## config.mk

```make
export PLATFORM = sky130hd
export DESIGN_NAME = if_id_stage
export DESIGN_NICKNAME = d
export VERILOG_FILES = /design/src/rtl/if_id_stage_pkg.sv /design/src/rtl/if_id_stage_hazard_detect.sv /design/src/rtl/if_id_stage.sv
export SDC_FILE = /design/constraint.sdc
export NUM_CORES = 1
export LEC_CHECK = 0
export CORE_ASPECT_RATIO = 1.5
export CORE_MARGIN = 2
export CORE_UTILIZATION = 55
export DETAILED_ROUTE_END_ITERATION = 6
export DONT_BUFFER_PORTS = 1
export GPL_ROUTABILITY_DRIVEN = 0
export PLACE_DENSITY = 0.78
export SYNTH_ARGS = -nofsm -noshare
export SYNTH_HDL_FRONTEND = slang
export SYNTH_SLANG_ARGS = --single-unit
```

## constraint.sdc

```tcl
create_clock -name clk -period 5.45 [get_ports clk]
set_input_delay 1.635 -clock clk [delete_from_list [all_inputs] [get_ports clk]]
set_output_delay 1.635 -clock clk [all_outputs]
set_load 0.005 [all_outputs]
```

## src/rtl/if_id_stage_pkg.sv

```systemverilog
// ---------------------------------------------------------------------------
// if_id_stage_pkg
// Shared constants and types for the IF/ID pipeline slice: the NOP encoding,
// the default reset PC, the EX control-bit index for "memory read", the
// instruction field bit positions, and the IF/ID register record.
// ---------------------------------------------------------------------------
package if_id_stage_pkg;

    localparam logic [31:0] NOP_INSTR        = 32'h0000_0000;
    localparam logic [31:0] RESET_PC_DEFAULT = 32'h0000_0000;
    localparam int unsigned M_MEM_READ_BIT   = 1;      // index of mem-read in EX_m
    localparam logic [15:0] STALL_CNT_MAX    = 16'hFFFF;

    // Instruction field positions (rs, rt, rd).
    localparam int unsigned RS_MSB = 25;
    localparam int unsigned RS_LSB = 21;
    localparam int unsigned RT_MSB = 20;
    localparam int unsigned RT_LSB = 16;
    localparam int unsigned RD_MSB = 15;
    localparam int unsigned RD_LSB = 11;

    // Contents of the IF/ID pipeline register.
    typedef struct packed {
        logic [31:0] instr;
        logic [31:0] pc_plus4;
    } if_id_reg_t;

    // Sequential fetch address; the 32-bit result wraps naturally.
    function automatic logic [31:0] pc_plus4(input logic [31:0] pc);
        return pc + 32'd4;
    endfunction

endpackage

```

## src/rtl/if_id_stage_hazard_detect.sv

```systemverilog
// ---------------------------------------------------------------------------
// hazard_detect
// Combinational load-use detector. Flags a hazard when the instruction in EX
// is a load whose destination (non-zero rt) matches either source register
// of the instruction sitting in ID.
//   EX_mem_read : EX-stage instruction is a load
//   EX_rt       : EX-stage load destination register
//   ID_rs/ID_rt : source register fields of the ID-stage instruction
//   hazard      : stall request for the IF/ID stage
// ---------------------------------------------------------------------------
module hazard_detect (
    input  logic       EX_mem_read,
    input  logic [4:0] EX_rt,
    input  logic [4:0] ID_rs,
    input  logic [4:0] ID_rt,
    output logic       hazard
);

    // Register 0 is never a real destination, so a NOP in ID (rs=rt=0)
    // can never match.
    assign hazard = EX_mem_read && (EX_rt != 5'd0) &&
                    ((EX_rt == ID_rs) || (EX_rt == ID_rt));

endmodule

```

## src/rtl/if_id_stage.sv

```systemverilog
// ---------------------------------------------------------------------------
// if_id_stage
// Program counter, IF/ID pipeline register and load-use stall counter.
// Each cycle the stage either advances (PC+4), holds for one load-use stall,
// or redirects to a MEM-resolved branch target while flushing ID to a NOP.
// A taken branch outranks a simultaneous stall.
//   clk, startin           : clock, asynchronous active-high reset
//   IF_instr               : instruction word fetched at IF_pc (same cycle)
//   EX_mem_read, EX_rt     : load in EX and its destination register
//   MEM_pc_src             : branch taken (resolved in MEM)
//   MEM_branch_target      : branch target address
//   IF_pc                  : current fetch address
//   ID_instr, ID_pc_plus4  : IF/ID register contents
//   ID_instr_25_21/20_16/15_11 : field slices of ID_instr
//   ID_bubble              : zero the ID control bits (stall or flush)
//   stall_cnt              : saturating count of load-use stall cycles
// ---------------------------------------------------------------------------
module if_id_stage
    import if_id_stage_pkg::*;
#(
    parameter logic [31:0] RESET_PC = RESET_PC_DEFAULT
) (
    input  logic        clk,
    input  logic        startin,
    input  logic [31:0] IF_instr,
    input  logic        EX_mem_read,
    input  logic [4:0]  EX_rt,
    input  logic        MEM_pc_src,
    input  logic [31:0] MEM_branch_target,
    output logic [31:0] IF_pc,
    output logic [31:0] ID_instr,
    output logic [31:0] ID_pc_plus4,
    output logic [4:0]  ID_instr_25_21,
    output logic [4:0]  ID_instr_20_16,
    output logic [4:0]  ID_instr_15_11,
    output logic        ID_bubble,
    output logic [15:0] stall_cnt
);

    logic [31:0] pc_q,    pc_d;
    if_id_reg_t  if_id_q, if_id_d;
    logic [15:0] stall_q, stall_d;
    logic        hazard;

    hazard_detect u_hazard_detect (
        .EX_mem_read (EX_mem_read),
        .EX_rt       (EX_rt),
        .ID_rs       (if_id_q.instr[RS_MSB:RS_LSB]),
        .ID_rt       (if_id_q.instr[RT_MSB:RT_LSB]),
        .hazard      (hazard)
    );

    // NOTE: every variable gets its hold value first so no path leaves it
    // unassigned, which would otherwise infer a latch.
    always_comb begin
        pc_d    = pc_q;
        if_id_d = if_id_q;
        stall_d = stall_q;
        if (MEM_pc_src) begin
            // Flush: the fetched word is on the wrong path.
            pc_d             = MEM_branch_target;
            if_id_d.instr    = NOP_INSTR;
            if_id_d.pc_plus4 = 32'h0;
        end else if (hazard) begin
            // Hold PC and IF/ID for one cycle; the load leaves EX meanwhile.
            if (stall_q != STALL_CNT_MAX) begin
                stall_d = stall_q + 16'd1;
            end
        end else begin
            pc_d             = pc_plus4(pc_q);
            if_id_d.instr    = IF_instr;
            if_id_d.pc_plus4 = pc_plus4(pc_q);
        end
    end

    // NOTE: state registers use non-blocking assignments so every flop
    // samples the pre-edge values regardless of statement order.
    always_ff @(posedge clk or posedge startin) begin
        if (startin) begin
            pc_q             <= RESET_PC;
            if_id_q.instr    <= NOP_INSTR;
            if_id_q.pc_plus4 <= 32'h0;
            stall_q          <= 16'h0;
        end else begin
            pc_q    <= pc_d;
            if_id_q <= if_id_d;
            stall_q <= stall_d;
        end
    end

    assign IF_pc          = pc_q;
    assign ID_instr       = if_id_q.instr;
    assign ID_pc_plus4    = if_id_q.pc_plus4;
    assign ID_instr_25_21 = if_id_q.instr[RS_MSB:RS_LSB];
    assign ID_instr_20_16 = if_id_q.instr[RT_MSB:RT_LSB];
    assign ID_instr_15_11 = if_id_q.instr[RD_MSB:RD_LSB];
    assign ID_bubble      = hazard | MEM_pc_src;
    assign stall_cnt      = stall_q;

endmodule

```

==> results.toml, run 1 <==
[floorplanning]
io_pins = 201
rows = 45
start_util = 0.562
die_x_um = 86.8
die_area_mm2 = 0.0111
die_height_um = 128
core_area_mm2 = 0.0101

[layout]
syn2layout_area_growth_pct = 4.27
post-route-util = 0.585
drive_gt1_frac = 0.0687
fin_area_mm2 = 0.00590
seq_area_mm2 = 0.00280
fillers = 842
nets = 638
antenna_cells = 0
multiInputGateArea_mm2 = 0.00257

[clocking]
clk_latency_ps = 340
tritoncts = "built"
cts_resized = 0
cts_made_buffers = 9
numClockSinks = 112
clk_path_buf_depth = 2
clk_pin_slew_ps = 70
cts.htree.levels = 3
cts_root_buf = "clkbuf_16"
ctsHoldBuffers = 0
cts_setup_buffers = 0

[logic_synthesis]
yosys.area.top_type = "dfrtp_1"
yosysWarnings = 0
ys_seq_elements = 112
synth_nets = 676
netlist-cell-type-count = 41
synth_edf_count = 0
ys_top_cells_by_area = "dfrtp_1 (50%), nand2_1 (7.5%), xor2_1 (7.1%)"
yosysSeqAreaShare = 0.495
avgSynthCellArea_um2 = 9.42
synth_cells = 601
synthArstFlopShare = 1.00
synth_commonest_cells = "nand2_1 (113), dfrtp_1 (112), xor2_1 (46)"
synth_ff_type = "dfrtp_1"
synth_top_cell_area_share = 0.495
syn_area_mm2 = 0.00566
yosysMostFrequentCell = "nand2_1"

[run_status]
status = "finished clean"

[grt]
grt_pass1_vias = 4086
grt_pass1_wl_mm = 20.6
grt_max_degree = 130
grt_overflow_total = 0
grtUsageTotal = 0.236
grt_use_met1 = 0.261
antenna_found_initial = 0
grt_use_met3 = 0.0625
grt_busiest_layer = "met2"
grt_use_met2 = 0.424

[detailed_routing]
avgViaCountPerCell = 6.05
first_iter_violations = 192
drc_errors = 0
wl_per_cell_um = 19.3
firstDrtPassIters = 4
ant_nets = 0
drt_wl_total_mm = 13.2
vias = 4146

[placed_design]
dpl_cell_area_mm2 = 0.00558
place_ws_ps = 1050
hpwlAfterDp_mm = 9.06
io_buffers = 0

[critical_path]
cp_top_family = "simple AND/OR/NAND/NOR gates"
crit_path_end_kind = "output pin"
crit_chain = "xor2_1 -> nor3_1 -> a22oi_2 -> buf_4 -> or2_4 -> nand2b_1"
path_class = "in2out"
worstSetupStartpointType = "primary input"
critPathBufInv = 1
max_stage_delay_ps = 290
required_ps = 3820
crit_arrival_ps = 2770
cpMaxStageDelayCell = "or2_4"
crit_fanout = 31

[sta]
period_share = 0.808
fin_skew_ps = 8.77
max_freq_mhz = 227
tightest_slew_ps = 968
hold_viol = 0
finalSetupTns_ps = 0
setup_ws_ps = 1050
maxSlewHeadroom = 0.355
maxSlewViolCount = 0
setup_viol = 0
rsz0062_at_grt = "no"
min_period_ps = 4400

[power]
swShare = 0.263
seqPwrFrac = 0.534
p_sw_mw = 0.489
power_frac_comb = 0.088
powerDensity_mw_per_mm2 = 315
p_int_mw = 1.37
ir_drop_mv = 0.162
p_leak_nw = 2.54
clockPowerShare = 0.378

[flow_run]
drv_cap = 0

[hold_path]
min_path_type = "reg2reg"
power by group through the flow:
stage | Clock [mW] | Sequential (mW) | Combinational [mW]
2_1_floorplan | 0 | 0.977 | 0.158
3_3_place_gp | 0 | 1.01 | 0.157
3_5_place_dp | 0 | 1.01 | 0.164
4_1_cts | 0.719 | 0.995 | 0.165
5_1_grt | 0.751 | 1.01 | 0.188
6_report | 0.704 | 0.994 | 0.164
path summary, 6_finish.rpt:
check / depth (start not counted) / to / start / slack (ps)
min in group asynchronous: 1 / ID_instr[7] / startin / 1020
worst min register to register: 1 / stall_cnt[15] / stall_cnt[15] / 520
worst max register to register: 8 / IF_pc[3] / ID_instr[17] / 2700
worst max-delay path: 6 / ID_bubble / EX_rt[2] / 1050
max in group asynchronous: 2 / stall_cnt[9] / startin / 3540
worst min-delay path: 1 / stall_cnt[15] / stall_cnt[15] / 520
kinds of logic after synthesis:
group,share of synthesized area
buffers and inverters,0.0526
multiplexers,0.00774
XOR/XNOR,0.127
AO/OA/AOI/OAI,0.131
adder cells (fa/ha/maj),0.00442
flip-flops,0.495
AND/OR/NAND/NOR,0.182
cells in the final DEF (no fill, tap or decap), types with 2 or more instances in the layout:
master / n
a211oi_1: 27
a211oi_2: 2
a21oi_1: 35
and2_1: 4
and3_1: 11
and4_1: 6
buf_4: 6
bufinv_16: 2
clkbuf_16: 9
clkinv_2: 2
dfrtp_1: 112
ha_1: 2
inv_1: 2
mux2_2: 3
nand2_1: 113
nand3_1: 10
nand4_1: 14
nor2_1: 39
nor2_2: 2
nor3_1: 6
nor3_2: 2
nor4_4: 2
o21ai_0: 42
o21ai_1: 7
o21bai_1: 7
or4_1: 2
xnor2_1: 36
xor2_1: 46
stage by stage:
stage | hold WS, ps | instances | power [mW]
floorplan | 480 | 601 | 1.14
global placement | 507 | 669 | 1.16
detailed placement | 513 | 669 | 1.18
CTS | 527 | 685 | 1.88
global route | 561 | 685 | 1.94
finish | 519 | 685 | 1.86
final cells by class:
| type | instances | share of cell area |
|---|---|---|
| flip-flops and latches | 112 | 0.475 |
| multi-input cells | 431 | 0.436 |
| clock buffers | 9 | 0.0382 |
| well taps | 117 | 0.0248 |
| clock inverters | 7 | 0.0161 |
| repair buffers | 6 | 0.00763 |
| inverters | 3 | 0.00233 |
per-layer routing:
metal / share of wire / wire, um
met2: 0.54 / 7110
met4: 0.016 / 211
met3: 0.076 / 1010
met1: 0.37 / 4860
met5: 0 / 0
flip-flops by register name (all words and copies together) (netlist names):
name,cells
ID_pc_plus4,32
stall_cnt,16
ID_instr,32
IF_pc,32
(Power assumes the default switching activity.)
==> inputs of run 2 (changes only) <==
clock period = 4.3 ns   (was 5.45 ns; I/O delays follow)
==> results.toml, run 2 (synthesis results as in run 1) <==
[placed_design]
hpwlAfterDp_mm = 9.29
io_buffers = 0
dp_cells = 668
dpl_cell_area_mm2 = 0.00559

[grt]
grt_use_met2 = 0.424
grt_use_met1 = 0.267
grt_busiest_layer = "met2"
grt_pass1_vias = 4114
antenna_found_initial = 0
grt_max_degree = 130
grt_pass1_wl_mm = 20.7
grt_use_met3 = 0.0560
grt_overflow_total = 0
grtUsageTotal = 0.241

[layout]
antenna_cells = 0
post-route-util = 0.587
fillers = 867
fin_area_mm2 = 0.00592
final_common_cell = "nand2_1"
seq_area_mm2 = 0.00280
mostFrequentLayoutCells = "nand2_1 (113), dfrtp_1 (112), xor2_1 (46)"
final_cell_count_no_fill = 684
drive_gt1_frac = 0.0670
syn2layout_area_growth_pct = 4.53
multiInputGateArea_mm2 = 0.00257
nets = 637

[detailed_routing]
avgViaCountPerCell = 6.02
vias = 4121
drc_errors = 0
first_iter_violations = 220
ant_nets = 0
drt_wl_total_mm = 13.6
wl_per_cell_um = 19.9
firstDrtPassIters = 4

[clocking]
cts_setup_buffers = 0
clk_path_buf_depth = 2
clk_pin_slew_ps = 70
cts_root_buf = "clkbuf_16"
cts_resized = 0
cts_made_buffers = 9
ctsHoldBuffers = 0
tritoncts = "built"
clk_latency_ps = 350
numClockSinks = 112
cts.htree.levels = 3

[hold_path]
hold_start = "ID_instr[27]"
min_path_type = "reg2reg"

[critical_path]
r2r-start = "ID_instr[16]"
max_stage_delay_ps = 320
required_ps = 3010
crit_fanout = 3
crit_arrival_ps = 2310
cpMaxStageDelayCell = "nor3_1"
r2r_slack_ps = 1560
crit_start = "EX_rt[0]"
path_class = "in2out"
crit_chain = "xor2_1 -> nor3_1 -> a22oi_2 -> or2_4 -> nand2b_1"
worstSetupStartpointType = "primary input"
critPathBufInv = 0
cp_top_family = "simple AND/OR/NAND/NOR gates"
crit_path_end_kind = "output pin"

[sta]
rsz0062_at_grt = "no"
maxSlewHeadroom = 0.357
maxSlewViolCount = 0
fin_skew_ps = 10.7
setup_viol = 0
tightest_slew_ps = 965
max_freq_mhz = 278
finalSetupTns_ps = 0
hold_viol = 0
min_period_ps = 3600
period_share = 0.836

[power]
seqPwrFrac = 0.527
powerDensity_mw_per_mm2 = 404
p_int_mw = 1.76
p_leak_nw = 2.54
p_sw_mw = 0.630
power_frac_comb = 0.088
swShare = 0.264
ir_drop_mv = 0.203
power_mw = 2.39
clockPowerShare = 0.384

[floorplanning]
rows = 45
core_area_mm2 = 0.0101
die_area_mm2 = 0.0111
die_x_um = 86.8
start_util = 0.562
io_pins = 201
die_height_um = 128

[run_status]
status = "finished clean"

[flow_run]
drv_cap = 0
run 2: final cells by class:
| type | instances | share of cell area |
|---|---|---|
| repair buffers | 5 | 0.00846 |
| well taps | 117 | 0.0247 |
| clock inverters | 6 | 0.0154 |
| flip-flops and latches | 112 | 0.474 |
| clock buffers | 10 | 0.0404 |
| inverters | 3 | 0.00233 |
| multi-input cells | 431 | 0.435 |
run 2: power by group through the flow:
stage | clock network (mW) | logic (mW) | registers (mW)
detailed placement | 0 | 0.211 | 1.28
global placement | 0 | 0.200 | 1.28
global route | 0.971 | 0.240 | 1.27
CTS | 0.939 | 0.214 | 1.26
finish | 0.918 | 0.211 | 1.26
floorplan | 0 | 0.201 | 1.24
run 2: stage by stage:
stage | worst slack (ps) | hold slack [ps]
floorplan | 51.0 | 480
global placement | 809 | 508
detailed placement | 745 | 526
CTS | 743 | 540
global route | 711 | 563
finish | 704 | 538
run 2: path summary, 6_finish.rpt:
kind / cells after the start / endpoint
min: 2 / ID_instr[27]
min in group asynchronous: 1 / ID_instr[0]
min reg2reg: 2 / ID_instr[27]
max reg2reg: 8 / stall_cnt[6]
max: 5 / ID_bubble
max in group asynchronous: 2 / IF_pc[10]
run 2: metal layers:
| layer | vias up | share of wire |
|---|---|---|
| met1 | 1971 | 0.37 |
| met4 | 0 | 0.035 |
| met3 | 32 | 0.073 |
| met2 | 175 | 0.52 |
| li1 | 1943 | - |
| met5 | - | 0 |
run 2: worst register-to-register path: stages (launching register included):
cell	delay, ps
dfrtp_1	450
xor2_1	180
nor3_1	320
a22oi_2	150
buf_4	270
nor2_2	510
buf_4	400
nand4_1	180
xnor2_1	170
==> inputs of run 3 (changes only) <==
clock period = 3.5 ns   (was 4.3 ns; I/O delays follow)
==> results.toml, run 3 (synthesis results as in run 1) <==
[flow_run]
drv_cap = 0

[critical_path]
worstSetupStartpointType = "primary input"
crit_arrival_ps = 2060
r2r-end = "IF_pc[25]"
required_ps = 2450
crit_path_end_kind = "output pin"
crit_fanout = 3
reg2reg_depth = 6
r2r_slack_ps = 1120
r2r-start = "IF_pc[2]"
path_class = "in2out"

[run_status]
status = "finished clean"

[grt]
grt_pass1_wl_mm = 19.9
grt_max_degree = 130
antenna_found_initial = 0
grt_overflow_total = 0
grt_pass1_vias = 3928
grtUsageTotal = 0.229

[layout]
nets = 638
mostFrequentLayoutCells = "nand2_1 (113), dfrtp_1 (112), xor2_1 (46)"
syn2layout_area_growth_pct = 5.28
post-route-util = 0.591
fillers = 851
seq_area_mm2 = 0.00280
final_cell_count_no_fill = 685
drive_gt1_frac = 0.0687
antenna_cells = 0
final_common_cell = "nand2_1"
multiInputGateArea_mm2 = 0.00257

[sta]
maxSlewViolCount = 0
timing.hold.ws_ps = 519
maxSlewHeadroom = 0.448
period_share = 0.890
setup_viol = 0
setup_ws_ps = 386
max_freq_mhz = 321
tightest_slew_ps = 820
finalSetupTns_ps = 0
rsz0062_at_grt = "no"
min_period_ps = 3110
fin_skew_ps = 13.0
hold_viol = 0

[clocking]
cts_setup_buffers = 0
ctsHoldBuffers = 0
cts_resized = 0
numClockSinks = 112
cts_made_buffers = 9
cts_root_buf = "clkbuf_16"
cts.htree.levels = 3
clk_pin_slew_ps = 70
tritoncts = "built"
clk_path_buf_depth = 2
clk_latency_ps = 350

[placed_design]
io_buffers = 0
dp_cells = 669
hpwlAfterDp_mm = 9.01
place_ws_ps = 430

[floorplanning]
io_pins = 201
rows = 45
start_util = 0.562
die_area_mm2 = 0.0111
die_height_um = 128
core_area_mm2 = 0.0101
die_x_um = 86.8

[power]
p_sw_mw = 0.778
clockPowerShare = 0.399
seqPwrFrac = 0.516
powerDensity_mw_per_mm2 = 503
p_int_mw = 2.22
swShare = 0.260
power_frac_comb = 0.085
p_leak_nw = 2.55
ir_drop_mv = 0.273

[detailed_routing]
ant_nets = 0
avgViaCountPerCell = 5.95
wl_per_cell_um = 19.0
drt_wl_total_mm = 13.0
vias = 4079
firstDrtPassIters = 4
drc_errors = 0
first_iter_violations = 158

[hold_path]
hold_start = "stall_cnt[15]"
min_path_type = "reg2reg"
hold_depth = 1
worst_hold_path.endpoint = "stall_cnt[15]"
-- run 3: cell types whose count changed in the layout (fill, tap and decap cells not counted) --
cell,previous run,this run
clkinvlp_4,0,2
buf_12,1,2
bufinv_16,2,3
clkbuf_8,1,0
clkinv_2,1,0
clkinv_4,2,1
inv_4,1,0
inv_8,0,1
-- run 3: cell type report --
cell class,count,share of cell area
clock buffer,9,0.0378
clock inverter,7,0.0212
inverter,3,0.00252
multi-input combinational,431,0.432
sequential,112,0.470
tap,117,0.0246
timing repair buffer,6,0.0118
-- run 3: worst max path at each step --
| stage | end | cells past startpoint | startpoint |
|---|---|---|---|
| 4_1_cts | ID_bubble | 4 | EX_rt[0] |
| 3_5_place_dp | ID_bubble | 4 | EX_rt[0] |
| 3_3_place_gp | ID_bubble | 4 | EX_rt[0] |
| 5_1_grt | ID_bubble | 4 | EX_rt[0] |
| 2_1_floorplan | ID_bubble | 6 | EX_rt[0] |
| 6_report | ID_bubble | 5 | EX_rt[2] |
-- run 3: critical path, cell delays in order --
cell and delay (ps):
xor2_1 160, nor3_1 310, a22oi_2 140, or2_4 300, nand2b_1 100
-- run 3: power by group through the flow --
| stage | sequential (mW) | clock (mW) | combinational [mW] |
|---|---|---|---|
| 2_1_floorplan | 1.52 | 0 | 0.247 |
| 3_3_place_gp | 1.57 | 0 | 0.246 |
| 3_5_place_dp | 1.57 | 0 | 0.258 |
| 4_1_cts | 1.55 | 1.22 | 0.259 |
| 5_1_grt | 1.56 | 1.26 | 0.293 |
| 6_report | 1.54 | 1.19 | 0.256 |
-- run 3: stage by stage --
step                power, mW  instance area [um2]
finish                   2.99                 5960
global placement         1.82                 5610
global route             3.12                 5960
floorplan                1.77                 5660
detailed placement       1.83                 5610
CTS                      3.03                 5960
-- run 3: per-layer routing --
metal  global-route usage  vias to the layer above  routed length (um)
met4                0.113                        0                 354
met2                0.389                      163                6710
li1                     -                     1947                   -
met5                    0                        -                   0
met3               0.0496                       19                 838
met1                0.269                     1950                5120
